**src/rtl/video_ovl_pkg.sv**
```systemverilog
// Shared types and constants for the sprite overlay engine: pixel colour,
// per-sprite motion state, background colour and sprite palette.
package video_ovl_pkg;

  localparam int COORD_W = 12;

  typedef struct packed {
    logic [7:0] r;
    logic [7:0] g;
    logic [7:0] b;
  } rgb_t;

  typedef struct packed {
    logic [COORD_W-1:0] x;
    logic [COORD_W-1:0] y;
    logic               dir_x;  // 1 = moving right
    logic               dir_y;  // 1 = moving down
  } sprite_t;

  localparam rgb_t BG_COLOUR = 24'hFF_5A_43;

  // Element 0 is the rightmost entry.
  localparam rgb_t [7:0] SPR_PAL = {
    24'h80_80_80, 24'hFF_00_FF, 24'h00_FF_FF, 24'hFF_FF_00,
    24'h00_00_FF, 24'h00_FF_00, 24'hFF_00_00, 24'hFF_FF_FF
  };

  // 50% mix per channel; the 9-bit sum keeps the carry so >>1 never wraps.
  function automatic rgb_t blend50(input rgb_t a, input rgb_t b);
    logic [8:0] sr, sg, sb;
    sr = {1'b0, a.r} + {1'b0, b.r};
    sg = {1'b0, a.g} + {1'b0, b.g};
    sb = {1'b0, a.b} + {1'b0, b.b};
    return '{r: sr[8:1], g: sg[8:1], b: sb[8:1]};
  endfunction

endpackage

```
**src/rtl/sprite_motion.sv**
```systemverilog
// Position/direction state of one bouncing sprite; moves once per frame tick
// and clamps against the screen edges, reversing direction when it does.
module sprite_motion
  import video_ovl_pkg::*;
#(
  parameter int IDX      = 0,
  parameter int SCREEN_W = 1920,
  parameter int SCREEN_H = 1080,
  parameter int SPR_W    = 320,
  parameter int SPR_H    = 320,
  parameter int STEP_X   = 5,
  parameter int STEP_Y   = 5
) (
  input  logic               clk_i,
  input  logic               rst_ni,
  input  logic               cen_i,
  input  logic               move_i,
  output logic [COORD_W-1:0] x,
  output logic [COORD_W-1:0] y
);

  localparam int PW     = COORD_W + 1;
  localparam int INIT_X = (IDX * 97) % (SCREEN_W - SPR_W);
  localparam int INIT_Y = (IDX * 53) % (SCREEN_H - SPR_H);

  localparam sprite_t INIT = '{
    x:     COORD_W'(INIT_X),
    y:     COORD_W'(INIT_Y),
    dir_x: (IDX % 2) == 1,
    dir_y: ((IDX / 2) % 2) == 1
  };

  sprite_t          spr_q, spr_d;
  logic [PW-1:0]    x_w, y_w;

  assign x_w = {1'b0, spr_q.x};
  assign y_w = {1'b0, spr_q.y};

  always_comb begin
    // NOTE: spr_d gets a full default before any branch, so no path leaves it unassigned and no latch is inferred.
    spr_d = spr_q;
    if (spr_q.dir_x) begin
      if (x_w + PW'(SPR_W + STEP_X) > PW'(SCREEN_W)) begin
        spr_d.x     = COORD_W'(SCREEN_W - SPR_W);
        spr_d.dir_x = 1'b0;
      end else begin
        spr_d.x = COORD_W'(x_w + PW'(STEP_X));
      end
    end else if (x_w < PW'(STEP_X)) begin
      spr_d.x     = '0;
      spr_d.dir_x = 1'b1;
    end else begin
      spr_d.x = COORD_W'(x_w - PW'(STEP_X));
    end

    if (spr_q.dir_y) begin
      if (y_w + PW'(SPR_H + STEP_Y) > PW'(SCREEN_H)) begin
        spr_d.y     = COORD_W'(SCREEN_H - SPR_H);
        spr_d.dir_y = 1'b0;
      end else begin
        spr_d.y = COORD_W'(y_w + PW'(STEP_Y));
      end
    end else if (y_w < PW'(STEP_Y)) begin
      spr_d.y     = '0;
      spr_d.dir_y = 1'b1;
    end else begin
      spr_d.y = COORD_W'(y_w - PW'(STEP_Y));
    end
  end

  // NOTE: sequential state uses non-blocking assignments so every register samples pre-edge values.
  always_ff @(posedge clk_i) begin
    if (!rst_ni) begin
      spr_q <= INIT;
    end else if (cen_i && move_i) begin
      spr_q <= spr_d;
    end
  end

  assign x = spr_q.x;
  assign y = spr_q.y;

endmodule

```
**src/rtl/sprite_overlay_mux.sv**
```systemverilog
// Raster overlay of NUM_SPR bouncing rectangles onto a video stream, with
// fixed priority and a per-frame collision pulse. Define SPRITE_BLEND_EN for 50% blending.
module sprite_overlay_mux
  import video_ovl_pkg::*;
#(
  parameter int NUM_SPR  = 4,
  parameter int SCREEN_W = 1920,
  parameter int SCREEN_H = 1080,
  parameter int SPR_W    = 320,
  parameter int SPR_H    = 320,
  parameter int STEP_X   = 5,
  parameter int STEP_Y   = 5,
  parameter int CW       = 12
) (
  input  logic               clk_i,
  input  logic               rst_ni,
  input  logic               cen_i,
  input  logic               vid_sel_i,
  input  logic [NUM_SPR-1:0] spr_en_i,
  input  logic               pause_i,
  input  logic [23:0]        vid_rgb_i,
  input  logic [1:0]         vh_blank_i,
  input  logic [2:0]         dvh_sync_i,
  output logic [2:0]         dvh_sync_o,
  output logic [23:0]        vid_rgb_o,
  output logic               collide_o
);

  localparam int HW = ((CW > COORD_W) ? CW : COORD_W) + 1;

  logic               hblank, vblank;
  logic               h_d, v_d, locked, ovl_flag;
  logic               h_f, h_r, v_r, v_f, tick, move;
  logic [CW-1:0]      x_reg, y_reg, x_cur;
  logic [COORD_W-1:0] spr_x [NUM_SPR];
  logic [COORD_W-1:0] spr_y [NUM_SPR];
  logic [NUM_SPR-1:0] hit;
  logic               multi, any_hit;
  rgb_t               spr_col, bg, pix;

  assign {vblank, hblank} = vh_blank_i;

  assign h_f  = ~hblank & h_d;
  assign h_r  = hblank & ~h_d;
  assign v_r  = vblank & ~v_d;
  assign v_f  = ~vblank & v_d;
  assign tick = v_r & locked;
  assign move = tick & ~pause_i;

  assign x_cur = h_f ? '0 : ((x_reg == '1) ? x_reg : x_reg + CW'(1));

  for (genvar i = 0; i < NUM_SPR; i++) begin : g_spr
    sprite_motion #(
      .IDX(i), .SCREEN_W(SCREEN_W), .SCREEN_H(SCREEN_H),
      .SPR_W(SPR_W), .SPR_H(SPR_H), .STEP_X(STEP_X), .STEP_Y(STEP_Y)
    ) u_motion (
      .clk_i  (clk_i),
      .rst_ni (rst_ni),
      .cen_i  (cen_i),
      .move_i (move),
      .x      (spr_x[i]),
      .y      (spr_y[i])
    );
  end

  always_comb begin
    hit = '0;
    for (int i = 0; i < NUM_SPR; i++) begin
      hit[i] = spr_en_i[i] & locked & ~hblank & ~vblank
             & (HW'(x_cur) >= HW'(spr_x[i])) & (HW'(x_cur) < HW'(spr_x[i]) + HW'(SPR_W))
             & (HW'(y_reg) >= HW'(spr_y[i])) & (HW'(y_reg) < HW'(spr_y[i]) + HW'(SPR_H));
    end
  end

  // Clearing the lowest set bit leaves something only if two or more were set.
  assign multi = (hit & (hit - NUM_SPR'(1))) != '0;

  // Walk from the highest index down so the lowest-index hit wins.
  always_comb begin
    spr_col = SPR_PAL[0];
    any_hit = 1'b0;
    for (int i = NUM_SPR - 1; i >= 0; i--) begin
      if (hit[i]) begin
        spr_col = SPR_PAL[3'(i)];
        any_hit = 1'b1;
      end
    end
  end

  assign bg = vid_sel_i ? BG_COLOUR : rgb_t'(vid_rgb_i);

`ifdef SPRITE_BLEND_EN
  assign pix = any_hit ? blend50(spr_col, bg) : bg;
`else
  assign pix = any_hit ? spr_col : bg;
`endif

  always_ff @(posedge clk_i) begin
    if (!rst_ni) begin
      h_d        <= 1'b0;
      v_d        <= 1'b0;
      x_reg      <= '0;
      y_reg      <= '0;
      locked     <= 1'b0;
      ovl_flag   <= 1'b0;
      collide_o  <= 1'b0;
      dvh_sync_o <= '0;
      vid_rgb_o  <= '0;
    end else if (cen_i) begin
      h_d   <= hblank;
      v_d   <= vblank;
      x_reg <= x_cur;
      if (vblank) begin
        y_reg <= '0;
      end else if (h_r) begin
        y_reg <= y_reg + CW'(1);
      end
      if (v_f) begin
        locked <= 1'b1;
      end
      // An overlap seen on the tick cycle itself belongs to the next frame.
      collide_o  <= tick & ovl_flag;
      ovl_flag   <= (ovl_flag & ~tick) | multi;
      dvh_sync_o <= dvh_sync_i;
      vid_rgb_o  <= pix;
    end
  end

endmodule
```
**config.mk**
```make
export PLATFORM = sky130hd
export DESIGN_NAME = sprite_overlay_mux
export DESIGN_NICKNAME = d
export VERILOG_FILES = /design/src/rtl/video_ovl_pkg.sv /design/src/rtl/sprite_motion.sv /design/src/rtl/sprite_overlay_mux.sv
export SDC_FILE = /design/constraint.sdc
export NUM_CORES = 1
export LEC_CHECK = 0
export ABC_AREA = 1
export CAP_MARGIN = 40
export CORE_AREA = 5 5 267 269
export DETAILED_ROUTE_END_ITERATION = 12
export DIE_AREA = 0 0 272 274
export GPL_ROUTABILITY_DRIVEN = 0
export HOLD_SLACK_MARGIN = 0.06
export SYNTH_ARGS = -nofsm -noshare
export SYNTH_HDL_FRONTEND = slang
export SYNTH_SLANG_ARGS = --single-unit
```
**constraint.sdc**
```tcl
create_clock -name clk_i -period 4.3 [get_ports clk_i]
set_input_delay 0.86 -clock clk_i [delete_from_list [all_inputs] [get_ports clk_i]]
set_output_delay 0.86 -clock clk_i [all_outputs]
set_load 0.1 [all_outputs]
```
; Yosys cells after proc, flatten, opt, wreduce, memory -nomap -nowiden
; Index checks and enable logic that the tools add are counted.
[classes]
magnitude_cmp = 32
n_eq_ne = 1
n_mux = 62
bitwise = 44
add_sub_neg = 35
n_reduce_logical = 5
[ops]
columns = cell, n
row1 = 12-bit two-way mux, 28
row2 = "12-bit by 9-bit adder with 13-bit output, second input constant", 16
row3 = 24-bit two-way mux, 6
row4 = "13-bit by 11-bit greater-than comparator with 1-bit output, second input constant", 8
row5 = 12-bit by 13-bit less-than comparator with 1-bit output, 8
row6 = "12-bit by 3-bit adder with 12-bit output, second input constant", 8
row7 = 12-bit >= comparator, 8
row8 = "12-bit by 3-bit less-than comparator with 1-bit output, second input constant", 8
row9 = "12-bit by 3-bit subtractor with 12-bit output, second input constant", 8
row10 = 1-bit bitwise AND, 36
row11 = 1-bit two-way mux, 28
row12 = "12-bit by 1-bit adder with 12-bit output, second input constant", 2
row13 = "12-bit equality test, second input constant", 1
row14 = 1-bit inverter, 6
row15 = 4-bit bitwise AND, 1
row16 = 2-bit AND reduction, 2
row17 = 4-bit nonzero test, 1
row18 = "4-bit by 1-bit subtractor with 4-bit output, second input constant", 1
row19 = 2-bit nonzero test, 1
row20 = 1-bit logical AND, 1
row21 = 1-bit OR, 1
[totals]
output_inout_bits = 28
ff_bits = 160

; Longest topological paths before layout
[logic_depth]
depth_word = 13
depth_mapped = 28
mapped_depth_nobuf = 27

; Cells and area by module
; Synthesis repeated with hierarchy kept, for this count alone.
[unflattened]
hier_cells = 2964
hier_area_um2 = 18117.4
[by_module_without_submodules]
columns = mod, area_per_inst_um2, cells_per_inst, instances
row1 = sprite_overlay_mux, 7577.3, 1198, 1
row2 = sprite_motion at g_spr[3].u_motion, 2667.6, 465, 1
row3 = sprite_motion at g_spr[1].u_motion, 2656.3, 442, 1
row4 = sprite_motion at g_spr[0].u_motion, 2642.5, 432, 1
row5 = sprite_motion at g_spr[2].u_motion, 2573.7, 427, 1

; Worst setup path after synthesis
; OpenSTA, ideal clock, no wires.
[synth_timing]
path_kind = reg2reg
start = register x_reg[0]
end = register vid_rgb_o[7]
required_time_ns = 4.175
setup_slack_ns = 0.978
path_stages_with_launch = 22
n_path_buf = 2
t_arrival_ns = 3.198
synth_period_minus_slack_ns = 3.322
setup_time_ns = 0.125
cell_sequence = dfxtp_1 -> ha_1 -> nand3_1 -> nor2_1 -> nand2_1 -> nor2_2 -> nand4_2 -> a21oi_1 -> ha_1 -> nand2_1 -> inv_1 -> or2_2 -> o21ai_0 -> nand2_1 -> nor2_1 -> nand2_1 -> nand2_2 -> nor2b_2 -> buf_6 -> buf_8 -> nand3_2 -> a21oi_2
[synth_between]
elab_chain_cells = 13
[synth_rtl]
columns = item, line_no
row1 = from (decl), sprite_overlay_mux.sv:34  ; logic [CW-1:0] x_reg, y_reg, x_cur;
row2 = from (signal assigned), sprite_overlay_mux.sv:112  ; x_reg <= x_cur;
row3 = 12-bit by 1-bit adder with 12-bit output or 12-bit equality test (tied branches), sprite_overlay_mux.sv:50  ; assign x_cur = h_f ? '0 : ((x_reg == '1) ? x_reg : x_reg + CW'(1));
row4 = 12-bit two-way mux * (2 in a row), sprite_overlay_mux.sv:50
row5 = named net x_cur[8], sprite_overlay_mux.sv:34
row6 = 12-bit >= comparator, sprite_overlay_mux.sv:70  ; & (HW'(x_cur) >= HW'(spr_x[i])) & (HW'(x_cur) < HW'(spr_x[i]) + HW'(SPR_W))
row7 = 1-bit bitwise AND (2 in a row), sprite_overlay_mux.sv:70
row8 = 1-bit bitwise AND (2 in a row), sprite_overlay_mux.sv:71  ; & (HW'(y_reg) >= HW'(spr_y[i])) & (HW'(y_reg) < HW'(spr_y[i]) + HW'(SPR_H));
row9 = 1-bit two-way mux (4 in a row), sprite_overlay_mux.sv:83  ; if (hit[i]) begin
row10 = 24-bit two-way mux *, sprite_overlay_mux.sv:95  ; assign pix = any_hit ? spr_col : bg;
row11 = to (signal assigned), sprite_overlay_mux.sv:125  ; vid_rgb_o <= pix;
row12 = to (decl), sprite_overlay_mux.sv:25  ; output logic [23:0] vid_rgb_o,
; The timed path passes the listed nets; every way through them passes the cells marked *.
; A chain may end at the register's enable or synchronous reset.

; Final worst setup path
[layout_timing]
start = register x_reg[1]
end = register vid_rgb_o[2]
; The elaborated chain is that of the path after synthesis.

==> impl_metrics.env <==
export IMPL_vias=17178
export IMPL_hold_violations=0
export IMPL_io_buffers=65
export IMPL_ys_top_cells_by_count="619 x nand2_1, 290 x inv_1, 253 x a21oi_1, 241 x nor2_1, 194 x nand3_1"
export IMPL_whs_path_depth=2
export IMPL_timing_fmax_mhz=261
export IMPL_period_needed_ns=3.82
export IMPL_hold_path_class="reg2reg"
export IMPL_reg2reg_slack_ns=0.48
export IMPL_synth_edf_count=0
export IMPL_power_density_nw_per_um2=203
export IMPL_syn_area_per_cell_sq_um=6.30
export IMPL_rows=96
export IMPL_grt_max_degree=81
export IMPL_yosys_cell_types_count=58
export IMPL_n_antenna_cell=0
export IMPL_die_h_um=274
export IMPL_final_nets=2959
export IMPL_cp_max_fo=16
export IMPL_p_leak_nw=9.21
export IMPL_drv_cap=0
export IMPL_hold_start="ovl_flag"
export IMPL_clock_sinks=160
export IMPL_synth_area_leader_cell="dfxtp_1"
export IMPL_cp_arrival_ns=4.17
export IMPL_cts_tree="done"
export IMPL_cts_setup_buffers=0
export IMPL_die_w_um=272
export IMPL_setup_violations=0
export IMPL_grt_util_all_layers_pct=13.3
export IMPL_antenna_found_initial=0
export IMPL_worstPathRequired_ns=4.65
export IMPL_slew_viol_final=0
export IMPL_cp_common_cell="nand2_1"
export IMPL_crit_chain="ha_1 > nand3_1 > nor2_1 > nand2_1 > nor2_2 > nand4_1 > o21ai_0 > inv_1 > ha_1 > nand2_1 > nor2_1 > inv_1 > nor2_1 > nand2_1 > nand2_1 > nand2_1 > nor2_1 > nand3_1 > nor2b_2 > buf_4 > nand3_1 > a21oi_1"
export IMPL_post_drt_wl_per_cell_um=13.6
export IMPL_tightest_slew_ns=0.910
export IMPL_clk_pin_slew_ns=0.08
export IMPL_ys_seq_area_share_pct=18.9
export IMPL_clockBufferDepth=2
export IMPL_min_period_over_period_pct=89.0
export IMPL_synth_cells=2693
export IMPL_r2r_start="x_reg[1]"
export IMPL_rsz0062_at_grt="no"
export IMPL_slowest_stage="dfxtp_1"
export IMPL_drc=0
export IMPL_cp_start_kind="flop"
export IMPL_start_util_pct=24.8
export IMPL_drtAntennaViolNets=0
export IMPL_yosysMostFrequentCell="nand2_1"
export IMPL_skew_ns=0.0137
export IMPL_synth_main_ff_cell="dfxtp_1"
export IMPL_netlist_top_cells_area="dfxtp_1 19%, ha_1 14%, nand2_1 14%"
export IMPL_routed_wl_um=49400
export IMPL_postSynth_asyncResetShare_pct=0
export IMPL_path_class="reg2reg"
export IMPL_slew_headroom_pct=39.3
export IMPL_drive_above_1_share_pct=9.21
export IMPL_ys_warn_count=0
export IMPL_overflow=0
export IMPL_grt_pass1_vias=16435
export IMPL_grt_pass1_wl_um=83500
export IMPL_r2r_cells=22
export IMPL_r2r_end="vid_rgb_o[2]"
export IMPL_numCtsBuffers=17
export IMPL_cp_end_kind="flop"
export IMPL_slowest_delay_ns=0.42
export IMPL_first_pass_iters=6
export IMPL_whs_endpoint="collide_o"
export IMPL_utilization_pct=28.7
export IMPL_core_sq_um=68300
export IMPL_syn_to_final_growth_pct=15.9
export IMPL_status="finished clean"
export IMPL_viasPerCell=4.73
export IMPL_io_pins=66
export IMPL_clockRootBuffer="clkbuf_16"
export IMPL_dieArea_sq_um=74500
export IMPL_irDropWorstVdd_uv=296
export IMPL_drt_initial_drc_count=972
export IMPL_synth_top_area_share_pct=18.9
export IMPL_syn_nets=2917
export IMPL_syn_cell_area_sq_um=17000
export IMPL_htreeDepth=4
export IMPL_insertion_delay_ns=0.47
export IMPL_dp_final_hpwl_um=37100
export IMPL_nFillCells=7458
export IMPL_setup_tns_ns=0
export IMPL_synth_seq_cells=160
power by group:
part | total (mW) | internal, mW | switching, mW
registers | 1.54 | 1.51 | 0.0286
clock network | 1.74 | 0.998 | 0.743
logic | 0.710 | 0.275 | 0.435
cell families (layout without fill, tap and decap cells):
family | after synthesis | after routing | share of synthesized area [%]
flops | 160 | 160 | 18.9
compound gates | 529 | 529 | 16.9
fa+ha+maj | 186 | 186 | 13.7
xor+xnor | 122 | 122 | 6.43
simple gates | 1258 | 1258 | 33.6
buf+inv | 438 | 493 | 10.5
worst max-delay path by stage:
| stage | from | end | slack, ns |
|---|---|---|---|
| floorplan | x_reg[0] | vid_rgb_o[7] | 0.98 |
| global placement | vh_blank_i[0] | vid_rgb_o[12] | 0.30 |
| detailed placement | vh_blank_i[0] | vid_rgb_o[11] | 0.22 |
| CTS | x_reg[1] | vid_rgb_o[1] | 0.40 |
| global route | x_reg[1] | vid_rgb_o[12] | 0.03 |
| finish | x_reg[1] | vid_rgb_o[2] | 0.48 |
routing by layer:
| layer | up-vias | part of all wire [%] | global-route usage [%] |
|---|---|---|---|
| met5 | - | 0 | 0 |
| met4 | 0 | 1.6 | 3.45 |
| met3 | 52 | 4.6 | 1.96 |
| met2 | 351 | 45 | 21.8 |
| met1 | 7833 | 49 | 18.4 |
| li1 | 8942 | - | - |
placed cells by master, fill, tap and decap left out, types with 17 or more instances in the layout:
| cell | Yosys | routed |
|---|---|---|
| nand2_1 | 619 | 619 |
| inv_1 | 290 | 289 |
| a21oi_1 | 253 | 253 |
| nor2_1 | 241 | 240 |
| nand3_1 | 194 | 194 |
| ha_1 | 186 | 186 |
| o21ai_0 | 177 | 176 |
| dfxtp_1 | 160 | 160 |
| xor2_1 | 112 | 112 |
| clkdlybuf4s50_1 | 0 | 63 |
| nand4_1 | 52 | 52 |
| inv_2 | 47 | 47 |
| nor3_1 | 33 | 33 |
| o21ai_1 | 23 | 24 |
| nand3_2 | 24 | 24 |
| a31oi_1 | 20 | 20 |
| buf_4 | 7 | 20 |
| nand2_2 | 18 | 18 |
| clkbuf_16 | 0 | 17 |
critical path: cells and delay by family (launching register included):
kind / cells / cell delay [ns]
adder cells (fa/ha/maj): 2 / 0.63
buffers and inverters: 3 / 0.56
flip-flops: 1 / 0.42
AND/OR/NAND/NOR: 15 / 1.71
AO/OA/AOI/OAI: 2 / 0.35
repair_timing:
item | CTS | global route
setup endpoints to repair | 0 | 2
gates resized for setup | 0 | 1
hold buffers | 0 | 0
layout make-up:
class	instances	area [sq um]	share of cell area, %
Timing Repair Buffer	113	1390	7.07
Clock buffer	18	439	2.24
Clock inverter	14	203	1.03
Sequential cell	160	3200	16.3
Multi-Input combinational cell	2095	12000	61.0
Inverter	348	1320	6.72
Tap cell	882	1100	5.62
metrics by stage:
step / hold slack (ns) / std cells / total power [mW] / setup WS, ns / instance area [sq um]
6_report: 0.471 / 3630 / 3.99 / 0.475 / 19600
5_1_grt: 0.511 / 3630 / 4.17 / 0.0278 / 19600
4_1_cts: 0.472 / 3630 / 4.04 / 0.398 / 19600
3_5_place_dp: 0.456 / 3598 / 2.28 / 0.224 / 19000
3_3_place_gp: 0.458 / 3569 / 2.20 / 0.296 / 18400
2_1_floorplan: 0.439 / 2693 / 2.02 / 0.978 / 17000
No activity file was read; power rests on OpenSTA's default activity.
